## config.mk

```make
export PLATFORM = sky130hd
export DESIGN_NAME = bl_count_array
export DESIGN_NICKNAME = d
export VERILOG_FILES = /design/src/rtl/bl_count_array_pkg.sv /design/src/rtl/bl_count_array_sat_alu.sv /design/src/rtl/bl_count_array.sv
export SDC_FILE = /design/constraint.sdc
export NUM_CORES = 1
export LEC_CHECK = 0
export ABC_AREA = 1
export CAP_MARGIN = 40
export CORE_AREA = 5 5 191 193
export CTS_BUF_LIST = sky130_fd_sc_hd__clkbuf_4 sky130_fd_sc_hd__clkbuf_8 sky130_fd_sc_hd__clkbuf_16
export CTS_CLUSTER_SIZE = 12
export DETAILED_ROUTE_END_ITERATION = 7
export DIE_AREA = 0 0 196 198
export PLACE_DENSITY_LB_ADDON = 0.25
export SLEW_MARGIN = 20
export SYNTH_ARGS = -nofsm -noshare
export SYNTH_HDL_FRONTEND = slang
export SYNTH_HIERARCHICAL = 1
export SYNTH_SLANG_ARGS = --single-unit
```

## constraint.sdc

```tcl
create_clock -name clk -period 11.5 [get_ports clk]
set_input_delay 1.725 -clock clk [delete_from_list [all_inputs] [get_ports clk]]
set_output_delay 1.725 -clock clk [all_outputs]
set_load 0.03 [all_outputs]
```

## src/rtl/bl_count_array_pkg.sv

```systemverilog
// Shared Huffman-builder definitions used by the bit-length count array and
// its saturating update ALU.
//   - op_code encodings for read-modify-write ops
//   - default widths for the count array
//   - clear-sweep FSM state type
package bl_count_array_pkg;

  // Longest code length the tree builder produces.
  localparam int MAX_BL = 15;

  // Default count-array geometry (16 counters of 9 bits, 13-bit total).
  localparam int DEF_DEPTH = 16;
  localparam int DEF_AW    = 4;
  localparam int DEF_DW    = 9;
  localparam int DEF_TW    = DEF_DW + DEF_AW;

  // Op encodings.
  localparam logic [1:0] OP_RD   = 2'b00;
  localparam logic [1:0] OP_INC  = 2'b01;
  localparam logic [1:0] OP_DEC  = 2'b10;
  localparam logic [1:0] OP_INC2 = 2'b11;

  // Clear-sweep sequencer states.
  typedef enum logic {
    ST_IDLE  = 1'b0,
    ST_CLEAR = 1'b1
  } clr_state_e;

endpackage

```

## src/rtl/bl_count_array_sat_alu.sv

```systemverilog
// Saturating counter update, purely combinational.
//   old_i     : current counter value
//   op_code_i : OP_RD / OP_INC / OP_DEC / OP_INC2
//   new_o     : value to write back, clamped to [0, 2^DW-1]
//   delta_o   : signed change actually applied (new_o - old_i), in -1..+2
//   sat_o     : the requested change was clamped
module bl_cnt_sat_alu
  import bl_count_array_pkg::*;
#(
  parameter int DW = DEF_DW
) (
  input  logic [DW-1:0]      old_i,
  input  logic [1:0]         op_code_i,
  output logic [DW-1:0]      new_o,
  output logic signed [2:0]  delta_o,
  output logic               sat_o
);

  // Two extra bits: one for the sign of a decrement below zero and one
  // so that (2^DW-1)+2 is still representable before clamping.
  localparam int XW = DW + 2;
  localparam logic [XW-1:0] MAXV = {2'b00, {DW{1'b1}}};

  logic signed [XW-1:0] ext;
  logic signed [XW-1:0] step;
  logic signed [XW-1:0] sum;
  logic signed [XW-1:0] diff;

  always_comb begin
    ext  = $signed({2'b00, old_i});
    step = '0;
    unique case (op_code_i)
      OP_INC:  step = XW'(1);
      OP_DEC:  step = XW'(-1);
      OP_INC2: step = XW'(2);
      default: step = '0;
    endcase
    sum   = ext + step;
    sat_o = 1'b0;
    new_o = sum[DW-1:0];
    if (sum < 0) begin
      new_o = '0;
      sat_o = 1'b1;
    end else if (sum > $signed(MAXV)) begin
      new_o = {DW{1'b1}};
      sat_o = 1'b1;
    end
    diff    = $signed({2'b00, new_o}) - ext;
    delta_o = diff[2:0];
  end

endmodule

```

## src/rtl/bl_count_array.sv

```systemverilog
// Pipelined bit-length count array for the Huffman tree builder.
// DEPTH counters of DW bits with one read-modify-write op per cycle, a
// running total of all counters, sticky saturation flag and a clear sweep.
//
// Ports:
//   clk, rstN          clock, asynchronous active-low reset
//   clr_start          pulse: start clear sweep (ignored while sweeping)
//   op_valid/op_ready  op handshake
//   op_addr, op_code   counter index, 00 read / 01 +1 / 10 -1 / 11 +2
//   rd_valid, rd_data  pre-op value of op_addr, one cycle after acceptance
//   aux_addr/aux_data  independent registered read port (write-first)
//   total              sum of all counters
//   sat_err            sticky, set by any clamped op
//   busy               high for exactly DEPTH cycles during a sweep
//
// Handshake: an op is accepted on a rising edge where op_valid && op_ready.
// op_ready is registered and never depends on op_valid; it is low exactly
// while busy is high.
module bl_count_array
  import bl_count_array_pkg::*;
#(
  parameter int DEPTH = DEF_DEPTH,
  parameter int AW    = DEF_AW,
  parameter int DW    = DEF_DW,
  parameter int TW    = DEF_TW
) (
  input  logic          clk,
  input  logic          rstN,
  input  logic          clr_start,
  input  logic          op_valid,
  output logic          op_ready,
  input  logic [AW-1:0] op_addr,
  input  logic [1:0]    op_code,
  output logic          rd_valid,
  output logic [DW-1:0] rd_data,
  input  logic [AW-1:0] aux_addr,
  output logic [DW-1:0] aux_data,
  output logic [TW-1:0] total,
  output logic          sat_err,
  output logic          busy
);

  logic [DW-1:0] cnt_q [DEPTH];

  // Registered op (S1), processed in the following cycle (S2).
  logic          op_valid_q;
  logic [AW-1:0] op_addr_q;
  logic [1:0]    op_code_q;

  logic          rd_valid_q;
  logic [DW-1:0] rd_data_q;
  logic [DW-1:0] aux_data_q;
  logic [TW-1:0] total_q;
  logic          sat_err_q;

  clr_state_e    state_q;
  logic [AW-1:0] idx_q;
  logic          busy_q;
  logic          op_ready_q;

  logic          accept;
  logic          op_wr;
  logic          wr_en;
  logic [AW-1:0] wr_addr;
  logic [DW-1:0] wr_data;
  logic [DW-1:0] fwd_rd;
  logic [DW-1:0] fwd_aux;

  logic [DW-1:0]       alu_new;
  logic signed [2:0]   alu_delta;
  logic                alu_sat;
  logic signed [TW:0]  tot_sum;

  // rd_data_q already holds the pre-op value of the op in S2, so it is the
  // ALU operand; no second array read is needed.
  bl_cnt_sat_alu #(.DW(DW)) u_alu (
    .old_i     (rd_data_q),
    .op_code_i (op_code_q),
    .new_o     (alu_new),
    .delta_o   (alu_delta),
    .sat_o     (alu_sat)
  );

  assign accept = op_valid && op_ready_q;

  // An S2 op is dropped when a sweep is starting or running; its rd_data
  // has already been produced.
  assign op_wr = op_valid_q && (state_q == ST_IDLE) && !clr_start;

  // Single array write port shared by the sweep and the S2 writeback.
  always_comb begin
    wr_en   = 1'b0;
    wr_addr = op_addr_q;
    wr_data = alu_new;
    if (state_q == ST_CLEAR) begin
      wr_en   = 1'b1;
      wr_addr = idx_q;
      wr_data = '0;
    end else if (op_wr) begin
      wr_en = 1'b1;
    end
  end

  // Forward the write landing on this edge so a back-to-back op (or the aux
  // port) sees the committed value.
  assign fwd_rd  = (wr_en && (wr_addr == op_addr))  ? wr_data : cnt_q[op_addr];
  assign fwd_aux = (wr_en && (wr_addr == aux_addr)) ? wr_data : cnt_q[aux_addr];

  assign tot_sum = $signed({1'b0, total_q}) +
                   $signed({{(TW-2){alu_delta[2]}}, alu_delta});

  always_ff @(posedge clk or negedge rstN) begin
    if (!rstN) begin
      for (int i = 0; i < DEPTH; i++) cnt_q[i] <= '0;
    end else if (wr_en) begin
      cnt_q[wr_addr] <= wr_data;
    end
  end

  always_ff @(posedge clk or negedge rstN) begin
    if (!rstN) begin
      op_valid_q <= 1'b0;
      op_addr_q  <= '0;
      op_code_q  <= OP_RD;
      rd_valid_q <= 1'b0;
      rd_data_q  <= '0;
      aux_data_q <= '0;
    end else begin
      op_valid_q <= accept;
      rd_valid_q <= accept;
      aux_data_q <= fwd_aux;
      if (accept) begin
        op_addr_q <= op_addr;
        op_code_q <= op_code;
        rd_data_q <= fwd_rd;
      end
    end
  end

  always_ff @(posedge clk or negedge rstN) begin
    if (!rstN) begin
      total_q   <= '0;
      sat_err_q <= 1'b0;
    end else if ((state_q == ST_CLEAR) && (idx_q == '0)) begin
      total_q   <= '0;
      sat_err_q <= 1'b0;
    end else if (op_wr) begin
      total_q <= tot_sum[TW-1:0];
      if (alu_sat) sat_err_q <= 1'b1;
    end
  end

  // Clear-sweep sequencer.
  always_ff @(posedge clk or negedge rstN) begin
    if (!rstN) begin
      state_q    <= ST_IDLE;
      idx_q      <= '0;
      busy_q     <= 1'b0;
      op_ready_q <= 1'b1;
    end else begin
      unique case (state_q)
        ST_IDLE: begin
          if (clr_start) begin
            state_q    <= ST_CLEAR;
            idx_q      <= '0;
            busy_q     <= 1'b1;
            op_ready_q <= 1'b0;
          end
        end
        ST_CLEAR: begin
          idx_q <= idx_q + 1'b1;
          if (idx_q == AW'(DEPTH - 1)) begin
            state_q    <= ST_IDLE;
            busy_q     <= 1'b0;
            op_ready_q <= 1'b1;
          end
        end
        default: state_q <= ST_IDLE;
      endcase
    end
  end

  assign op_ready = op_ready_q;
  assign rd_valid = rd_valid_q;
  assign rd_data  = rd_data_q;
  assign aux_data = aux_data_q;
  assign total    = total_q;
  assign sat_err  = sat_err_q;
  assign busy     = busy_q;

endmodule

```

Word-level counts from Yosys, hierarchy flattened

Index checks and enable logic that the tools add are counted.

Flip-flop bits (word level): 190
Bits in latches: 0
Bits in writable memories: 0
ROM bits: 0
Input port bits: 14
Output and inout port bits: 35
Logic and storage cells: 98
Memories kept: 0

$add $sub $neg: 4
$mul: 0
Div/mod/pow operators: 0
Order comparisons: 6
Equality and inequality tests: 8
Shift operators: 0
Muxes and demuxes: 36
Bitwise operators: 4
Reductions and logical operators: 13

Operators by type and width:

| operator                                                         | count |
|---|---|
| bitwise mux 144 bit                                              | 1 |
| two-way mux 9 bit                                                | 10 |
| binary-select mux 9 bit (select 4 bit)                           | 2 |
| demux 9 bit (select 4 bit)                                       | 1 |
| one-hot mux 11 bit (3 select lines)                              | 1 |
| two-way mux 13 bit                                               | 2 |
| >= comparator 5 bit (second input constant)                      | 3 |
| inverter 4 -> 5 bit                                              | 3 |
| adder 13 x 3 -> 13 bit                                           | 1 |
| two-way mux 1 bit                                                | 13 |
| adder 10 x 11 -> 11 bit                                          | 1 |
| greater-than comparator 11 x 10 -> 1 bit (second input constant) | 1 |
| < comparator 11 x 1 -> 1 bit (second input constant)             | 1 |
| == test 4 bit                                                    | 2 |
| two-way mux 4 bit                                                | 2 |
| one-hot mux 4 bit (2 select lines)                               | 1 |
| logical AND 1 bit                                                | 7 |
| one-hot mux 1 bit (2 select lines)                               | 3 |
| < comparator 5 x 1 -> 1 bit (second input constant)              | 1 |
| adder 4 x 1 -> 4 bit (second input constant)                     | 1 |
| == test 2 bit (second input constant)                            | 2 |
| == test 4 bit (second input constant)                            | 1 |
| logical NOT 4 bit                                                | 1 |
| AND reduction 2 bit                                              | 2 |
| other kinds (7)                                                  | 8 |

Logic depth before layout (Yosys ltp)

Gate-level depths: netlist of the first run.

Depth in word-level cells: 10
Gate-level depth with buffers: 33
Mapped depth without buffers: 30

Cells and area by module

The synthesis of the first run kept the hierarchy.

Modules (own cells, without submodules):

| module         | instances | cells an instance | area each (um^2) | seq. area each (um^2) |
|---|---|---|---|---|
| bl_count_array | 1         | 1431              | 10991.8          | 4755.8 |
| bl_cnt_sat_alu | 1         | 155               | 879.6            | 0.0 |

Least setup slack after synthesis of the first run

OpenSTA, ideal clock, no wires.

Path type: register to register
From: register op_code_q[1]
To: register total_q[12], in the netlist total[12]
Library setup time: 0.119 ns
Data arrival time: 3.912 ns
Required time: 11.381 ns
Path slack: 7.469 ns
Cell stages (with the launch flop): 23
Path buffers: 1
Clock period less this slack: 4.031 ns
Path through: dfrtp_1 -> ha_1 -> inv_1 -> ha_1 -> fa_1 -> nand3_2 -> nand4_1 -> nand2_2 -> buf_6 -> nand2_2 -> ha_1 -> fa_1 -> xor2_1 -> inv_1 -> nand3_1 -> nand2_1 -> ha_1 -> a21oi_1 -> nor2_1 -> o21ai_0 -> nand4_1 -> nand3_1 -> nand2_1

Word-level cells in the longest chain between the ends: 10
Elaborated cells between the ends (all ways): 13
Classes of those cells: add/sub: 3; order compare: 2; eq/ne: 3; mux: 5

Ends and longest elaborated chain:

| what                                                    | RTL line                     | RTL |
|---|---|---|
| from (decl)                                             | bl_count_array.sv:48         | `logic [1:0] op_code_q;` |
| from (signal assigned)                                  | bl_count_array.sv:134        | `op_code_q <= op_code;` |
| == test 2 bit or == test 2 x 1 -> 1 bit (tied branches) | bl_count_array_sat_alu.sv:32 | `unique case (op_code_i)` |
| one-hot mux 11 bit (3 select lines) (*)                 | bl_count_array_sat_alu.sv:32 |  |
| adder 10 x 11 -> 11 bit (*)                             | bl_count_array_sat_alu.sv:38 | `sum = ext + step;` |
| greater-than comparator 11 x 10 -> 1 bit                | bl_count_array_sat_alu.sv:44 | `end else if (sum > $signed(MAXV)) begin` |
| two-way mux 9 bit                                       | bl_count_array_sat_alu.sv:44 |  |
| two-way mux 9 bit (*)                                   | bl_count_array_sat_alu.sv:41 | `if (sum < 0) begin` |
| subtractor 3 bit (*)                                    | bl_count_array_sat_alu.sv:48 | `diff = $signed({2'b00, new_o}) - ext;` |
| net alu_delta[2]                                        | bl_count_array.sv:70         | `logic signed [2:0] alu_delta;` |
| adder 13 x 3 -> 13 bit (*)                              | bl_count_array.sv:109        | `assign tot_sum = $signed({1'b0, total_q}) +` |
| two-way mux 13 bit (*)                                  | bl_count_array.sv:147        | `end else if (op_wr) begin` |
| two-way mux 13 bit (*)                                  | bl_count_array.sv:144        | `end else if ((state_q == ST_CLEAR) && (idx_q == '0)) begin` |
| to (signal assigned)                                    | bl_count_array.sv:148        | `total_q <= tot_sum[TW-1:0];` |
| to (decl)                                               | bl_count_array.sv:53         | `logic [TW-1:0] total_q;` |

The timed path passes the listed nets; every way through them passes the cells marked *. The select of a mux whose other input is x is not followed.
A chain may end at the register's enable or synchronous reset.

Final worst setup path of the first run

Ends and elaborated chain as after synthesis.

==> results of run 1 <==
==> per-stage QoR <==
step / hold WS, ns / util (%) / instance area [um2]
finish: 0.475 / 38.6 / 13300
global route: 0.496 / 38.6 / 13300
CTS: 0.479 / 38.5 / 13200
detailed placement: 0.465 / 36.8 / 12700
global placement: 0.457 / 36.2 / 12400
floorplan: 0.449 / - / 11900
==> cell type report <==
class	count	area [um2]
diodes	1	2.50
clock buffers	17	425
clock inverters	14	126
fillers	3604	21100
inverters	160	611
multi-input cells	1142	5980
flip-flops and latches	190	4760
well taps	455	569
repair buffers	72	792
==> registers in the layout, summed over array words and instances (netlist names) <==
register	count
cnt_q	144
total	13
sat_err	1
state_q	1
op_code_q	2
op_ready	1
busy	1
idx_q	4
rd_data	9
rd_valid	1
op_addr_q	4
aux_data	9
==> kinds of logic (layout without fill, tap and decap cells) <==
kind of cell	after synthesis	count (layout)
buffers and inverters	254	263
flip-flops	190	190
AND/OR/NAND/NOR	718	718
XOR/XNOR	11	11
adder cells (fa/ha/maj)	23	23
other	0	1
AO/OA/AOI/OAI	390	390
==> worst max-delay path: stages (launching register included) <==
cell	delay, ns
dfrtp_1	0.44
ha_1	0.49
ha_1	0.39
nand3_1	0.11
nand2_1	0.07
o21ai_0	0.21
nand4_1	0.15
nand2_2	0.21
nand2_2	0.10
ha_1	0.20
fa_1	0.37
xor2_1	0.18
inv_1	0.06
nand3_1	0.07
nand2_1	0.29
ha_1	0.46
a21oi_1	0.24
nor2_1	0.08
o21ai_0	0.20
nand4_1	0.11
nand3_1	0.09
nand2_1	0.06
==> final timing paths <==
| path | depth (start not counted) | slack [ns] | endpoint |
|---|---|---|---|
| min | 2 | 0.47 | op_ready |
| max in group asynchronous | 3 | 9.13 | cnt_q[30] |
| max reg2reg | 21 | 6.79 | total[12] |
| min reg2reg | 2 | 0.47 | op_ready |
| max | 21 | 6.79 | total[12] |
| min in group asynchronous | 1 | 1.23 | total[11] |
==> cell usage after synthesis (11+ instances only) <==
master	count
buf_1	13
ha_1	20
inv_1	145
nand3_1	153
xor2_1	11
dfrtp_1	189
o211ai_1	87
buf_2	21
o21ai_2	44
nor2_1	60
o21ai_0	125
nand2_1	430
a21oi_1	82
nand2_2	36
o21ai_1	43
buf_6	16
clkbuf_1	41
==> power groups by stage <==
stage               clock network (mW)  logic, mW  registers, mW
global route                     0.618       2.31           1.16
floorplan                            0       1.50           1.16
detailed placement                   0       2.04           1.13
CTS                              0.594       2.05           1.12
finish                           0.579       2.05           1.12
global placement                     0       2.01           1.13
==> metal layers <==
metal / part of all wire, % / vias to the layer above / GRT usage [%]
li1: - / 5248 / -
met1: 48 / 5004 / 27.0
met2: 45 / 307 / 29.7
met3: 5.8 / 33 / 3.18
met4: 1.6 / 0 / 4.37
met5: 0 / - / 0
==> qor.txt, run 1 <==
First DRT Iteration DRCs - 836
Clock Root Buffer - clkbuf_16
Max-cap viol count - 0
Initial Utilization - 34.5%
Height of the die - 198 um
Number of global-route vias before repair - 9950
Die width - 196 um
Synthesis-to-finish area growth - 11.7%
Adder-Cell Fraction of Synth Area - 2.61%
Crit Path Max Fanout - 11
Setup violators final - 0
Commonest non-fill, non-tap cell in the layout - nand2_1
GPL Wtd Cong - 0.871
Setup TNS - 0 ns
Placed instance count - 2016
First-pass GRT wire length - 57.8 mm
Top_reg_cell synth - dfrtp_1
Detail Placement HPWL - 24.6 mm
Final period util - 41.0%
Min-delay worst type - reg2reg
Synthesized instance count - 1586
Worst Setup End Kind - flip-flop
Io pins - 49
CTS tree - yes
Detail Route Antenna Nets - 0
RSZ-0062 raised after global routing - false
CTS sink cnt - 190
CTS HTree Levels - 4
DIE AREA - 0.0388 mm2
Comb pwr share - 54.7%
Hold Vio Cnt, Final - 0
Worst setup SP type - flip-flop
Yosys reg bits - 190
EDFF count, synth - 0
Initial DRT Pass Iterations - 5
Post-Syn Nets - 1623
Dpl ws - 6.75 ns
Num rows - 68
Clk_lat worst skew - 0.45 ns
Vias per std cell - 5.16
Crit path launch - op_code_q[1]
Max VDD drop - 0.143 mV
Post-CTS setup buffers - 0
Gr usage total - 18.8%
Worst-Margin Slew - 0.869 ns
Worst EP required - 11.84 ns
Highest Clock Rate - 212 MHz
Clock power share - 15.4%
Final nets - 1620
Area contributors post-synth - dfrtp_1 (40%), nand2_1 (14%), nand3_1 (6.5%)
Power Internal - 1.89 mW
Core area - 0.0344 mm2
Mux share of post-synthesis cell area - 0%
Sequential element share of the synthesized area - 40.1%
Initial antenna violation count - 0
Pins Over Slew Limit - 0
Worst Skew - 0.0133 ns
Synth Warn # - 6
Reg clk slew, reported paths - 0.08 ns
Synth cell types - 42
Synth Cell Area - 0.0119 mm2
Post-Layout Cell Count - 2051
Buffers on Ports - 48
NetSw - 1.86 mW
Min Tclk post-route - 4.71 ns
Final WL - 36.1 mm
CTS Hold Bufs - 0
Area share of the largest cell type after synthesis - 39.8%
Tot Pwr - 3.76 mW
Hold Path Origin - op_ready
Power Density - 283 mW/mm2
Status - finished clean
Reg power frac - 29.9%
Residual DRC count - 0
Avg Inst Size Synth - 7.49 um2
Compound-Gate Fraction of Synth Area - 19.9%
Worst r2r src - op_code_q[1]
Main combinational cell family by area after synthesis - simple AND/OR/NAND/NOR gates
CP Class - reg2reg
Worst slew margin - 41.9%
Leak pwr - 6.11 nW
CTS Buf Count - 17
Via Count - 10600
Most frequent cells in the layout - nand2_1 (430), dfrtp_1 (189), nand3_1 (153)
Resized Gates After CTS - 0
Sw Share - 49.6%
Max clock buf depth - 2
GR Overflow Total - 0
Share of post-route cells with drive strength above 1 - 11.5%
Post-synthesis xor/xnor area fraction - 0.812%
Synth Area in Simple Gates - 27.1%
Cell taking the most area after synthesis - dfrtp_1
CP Data Arrival Time - 5.05 ns
Setup ws final - 6.79 ns
Avg WL per Cell - 17.6 um
Pin count of the biggest net entering global routing - 75
Asr flop ratio synth - 100%
Power figures use the tool's default switching activity.
==> inputs of run 2 (changes only) <==
==> constraint.sdc (replaced) <==
create_clock -name clk -period 4.3 [get_ports clk]
set_input_delay 0.645 -clock clk [delete_from_list [all_inputs] [get_ports clk]]
set_output_delay 0.645 -clock clk [all_outputs]
set_load 0.03 [all_outputs]
==> run 2 against run 1 <==
Compared with the run above:
- sequential cell count is the same
- global-route usage is essentially flat
- clock power rose to 2.8 times the previous value
- cell count rose by 1.1%
- non-clock buffer count grew 21
- clock skew increased by 0.0016 ns
- combinational power increased to 3.0 times the previous value
- power grew to 2.9 times the previous value
- die area did not move
- via count grew 1.2%
- worst setup slack worse by 6.5 ns
- maximum frequency increased by 17%
- largest cell class unchanged
- largest power group unchanged
==> qor.txt, run 2 (same netlist as run 1, synthesis figures left out) <==
Slowest-stage cell, CP - dfrtp_2
CP Class - reg2reg
Pins Over Slew Limit - 0 (unchanged)
Initial antenna violation count - 0 (unchanged)
Final nets - 1642 (+1.4%)
Clock Root Buffer - clkbuf_16
Placed instance count - 2034 (+0.89%)
Max-cap viol count - 0 (unchanged)
CTS HTree Levels - 4 (unchanged)
Setup ws final - 0.283 ns (-6.51 ns)
Setup violators final - 0 (unchanged)
Num rows - 68 (unchanged)
Clk_lat worst skew - 0.45 ns (about the same)
Layout Utilization - 39.7% (+1.1 points)
Multi-input gate area - 0.00618 mm2 (+3.3%)
Buffers on Ports - 48 (unchanged)
Leak pwr - 6.22 nW (+1.8%)
Comb pwr share - 57.2% (+2.5 points)
Worst hold slack - 0.0639 ns (-0.411 ns)
RSZ-0062 raised after global routing - false
DIE AREA - 0.0388 mm2 (unchanged)
CP Data Arrival Time - 4.35 ns (-0.70 ns)
Slowest stage delay, CP - 0.45 ns (-0.04 ns)
Reg power frac - 27.7% (-2.2 points)
Highest Clock Rate - 249 MHz (+17%)
Initial Utilization - 34.5% (unchanged)
Worst Skew - 0.0149 ns (+0.00164 ns)
Max clock buf depth - 2 (unchanged)
Core area - 0.0344 mm2 (unchanged)
Register area - 0.00476 mm2 (about the same)
Detail Placement HPWL - 24.7 mm (+0.75%)
Status - finished clean
Residual DRC count - 0 (unchanged)
Via Count - 10700 (+1.2%)
Vias per std cell - 5.17 (+0.14%)
GPL Wtd Cong - 0.907 (+4.2%)
Crit path cell chain - ha_2 -> inv_1 -> ha_1 -> fa_2 -> nand3_2 -> nand4_1 -> nand2_2 -> nand2_2 -> ha_1 -> fa_2 -> xor2_2 -> inv_1 -> nand3_4 -> nand2_8 -> ha_2 -> nand2_1 -> nor2_1 -> nand3_1 -> nand3_1 -> nand2_1 -> nand3_1 -> nand2_1
Worst slew margin - 46.6% (+4.7 points)
Hold Vio Cnt, Final - 0 (unchanged)
Max VDD drop - 0.447 mV (+210%)
First-pass GRT wire length - 57.8 mm (about the same)
Final WL - 36.2 mm (+0.48%)
Clock power share - 15.1% (-0.3 points)
Worst setup SP type - flip-flop
ANT cells - 0 (-1)
NetSw - 5.29 mW (+180%)
CTS sink cnt - 190 (unchanged)
Post-Layout Cell Count - 2073 (+1.1%)
Worst EP required - 4.64 ns (-7.20 ns)
Min Tclk post-route - 4.02 ns (-0.693 ns)
Min-delay worst type - in2async
Worst Setup End Kind - flip-flop
Dpl ws - -0.126 ns (-6.88 ns)
Share of post-route cells with drive strength above 1 - 14.2% (+2.7 points)
Largest Register - cnt_q
Pin count of the biggest net entering global routing - 85 (+13%)
Most frequent cells in the layout - nand2_1 (427), dfrtp_1 (188), nand3_1 (152)
Number of global-route vias before repair - 10200 (+2.3%)
Commonest non-fill, non-tap cell in the layout - nand2_1
Reg clk slew, reported paths - 0.08 ns (about the same)
Final period util - 93.4% (+52 points)
Synthesis-to-finish area growth - 14.8%
Power Internal - 5.59 mW (+200%)
Gr usage total - 18.7% (-0.037 points)
Worst r2r src - op_code_q[1]
Crit path launch - op_code_q[1]
Initial DRT Pass Iterations - 5 (unchanged)
Die width - 196 um (unchanged)
Crit Path Max Fanout - 6 (-5)
Sw Share - 48.6% (-0.98 points)
CTS tree - yes
GR Overflow Total - 0 (unchanged)
Detail Route Antenna Nets - 0 (unchanged)
# fillers - 3584 (-0.55%)
Worst-Margin Slew - 0.799 ns (-0.0703 ns)
Io pins - 49 (unchanged)
CTS Buf Count - 17 (unchanged)
Max reg flops - 144 (unchanged)
Avg WL per Cell - 17.5 um (-0.58%)
Power Density - 798 mW/mm2 (+180%)
First DRT Iteration DRCs - 901 (+7.8%)
Height of the die - 198 um (unchanged)
-- run 2: final timing paths --
path | to | slack (ns) | depth (start not counted)
setup / recovery | total[11] | 0.28 | 22
hold / removal | total[7] | 0.06 | 1
setup reg to reg | total[11] | 0.28 | 22
hold reg to reg | op_ready | 0.47 | 2
max in group asynchronous | cnt_q[28] | 3.15 | 3
min in group clk | op_ready | 0.47 | 2
-- run 2: power by group through the flow --
stage / Sequential (mW) / Combinational [mW] / Clock, mW
after floorplan: 3.11 / 4.01 / 0
after global placement: 3.01 / 5.51 / 0
after detailed placement: 3.03 / 5.59 / 0
after CTS: 3.00 / 5.63 / 1.69
after global routing: 3.11 / 6.95 / 1.76
final: 3.01 / 6.22 / 1.64
-- run 2: final cells by class --
type	instances	share of cell area (%)
clock buffers	17	3.12
clock inverters	15	1.30
inverters	160	4.50
multi-input cells	1143	45.3
flip-flops and latches	190	34.9
well taps	455	4.18
repair buffers	93	6.67
-- run 2: timing repair --
item                                    CTS  global route
gates cloned                              0             1
pin swaps                                 0             7
gates resized for setup                   1            35
endpoints found under the setup margin    8            10
buffers inserted                          0             5
hold buffers                              0             0
-- run 2: critical path, delay by kind of cell, from the launching register on --
family,cells,cell delay (ns)
XOR/XNOR,1,0.18
adder cells (fa/ha/maj),6,1.88
buffers and inverters,2,0.15
flip-flops,1,0.45
AND/OR/NAND/NOR,13,1.24
-- run 2: routing by layer --
layer / global-route usage (%) / up-vias / part of all wire, %
met3: 4.34 / 33 / 6.3
met5: 0 / - / 0
met1: 25.8 / 5087 / 46
li1: - / 5300 / -
met2: 30.2 / 301 / 46
met4: 4.09 / 0 / 1.5
-- run 2: stage by stage --
step	power (mW)	instance area, um2	setup TNS, ns
finish	10.9	13600	0
global route	11.8	13600	0
CTS	10.3	13400	0
detailed placement	8.62	12800	-0.724
global placement	8.52	12700	0
floorplan	7.12	11900	0
==> inputs of run 3 (changes only) <==
--- a/config.mk
+++ b/config.mk
@@ -9,7 +9,6 @@
 export CAP_MARGIN = 40
 export CORE_AREA = 5 5 191 193
 export CTS_BUF_LIST = sky130_fd_sc_hd__clkbuf_4 sky130_fd_sc_hd__clkbuf_8 sky130_fd_sc_hd__clkbuf_16
-export CTS_CLUSTER_SIZE = 12
 export DETAILED_ROUTE_END_ITERATION = 7
 export DIE_AREA = 0 0 196 198
 export PLACE_DENSITY_LB_ADDON = 0.25
==> results of run 3 <==
Final layout, timing and power as in run 2 (identical DEF).
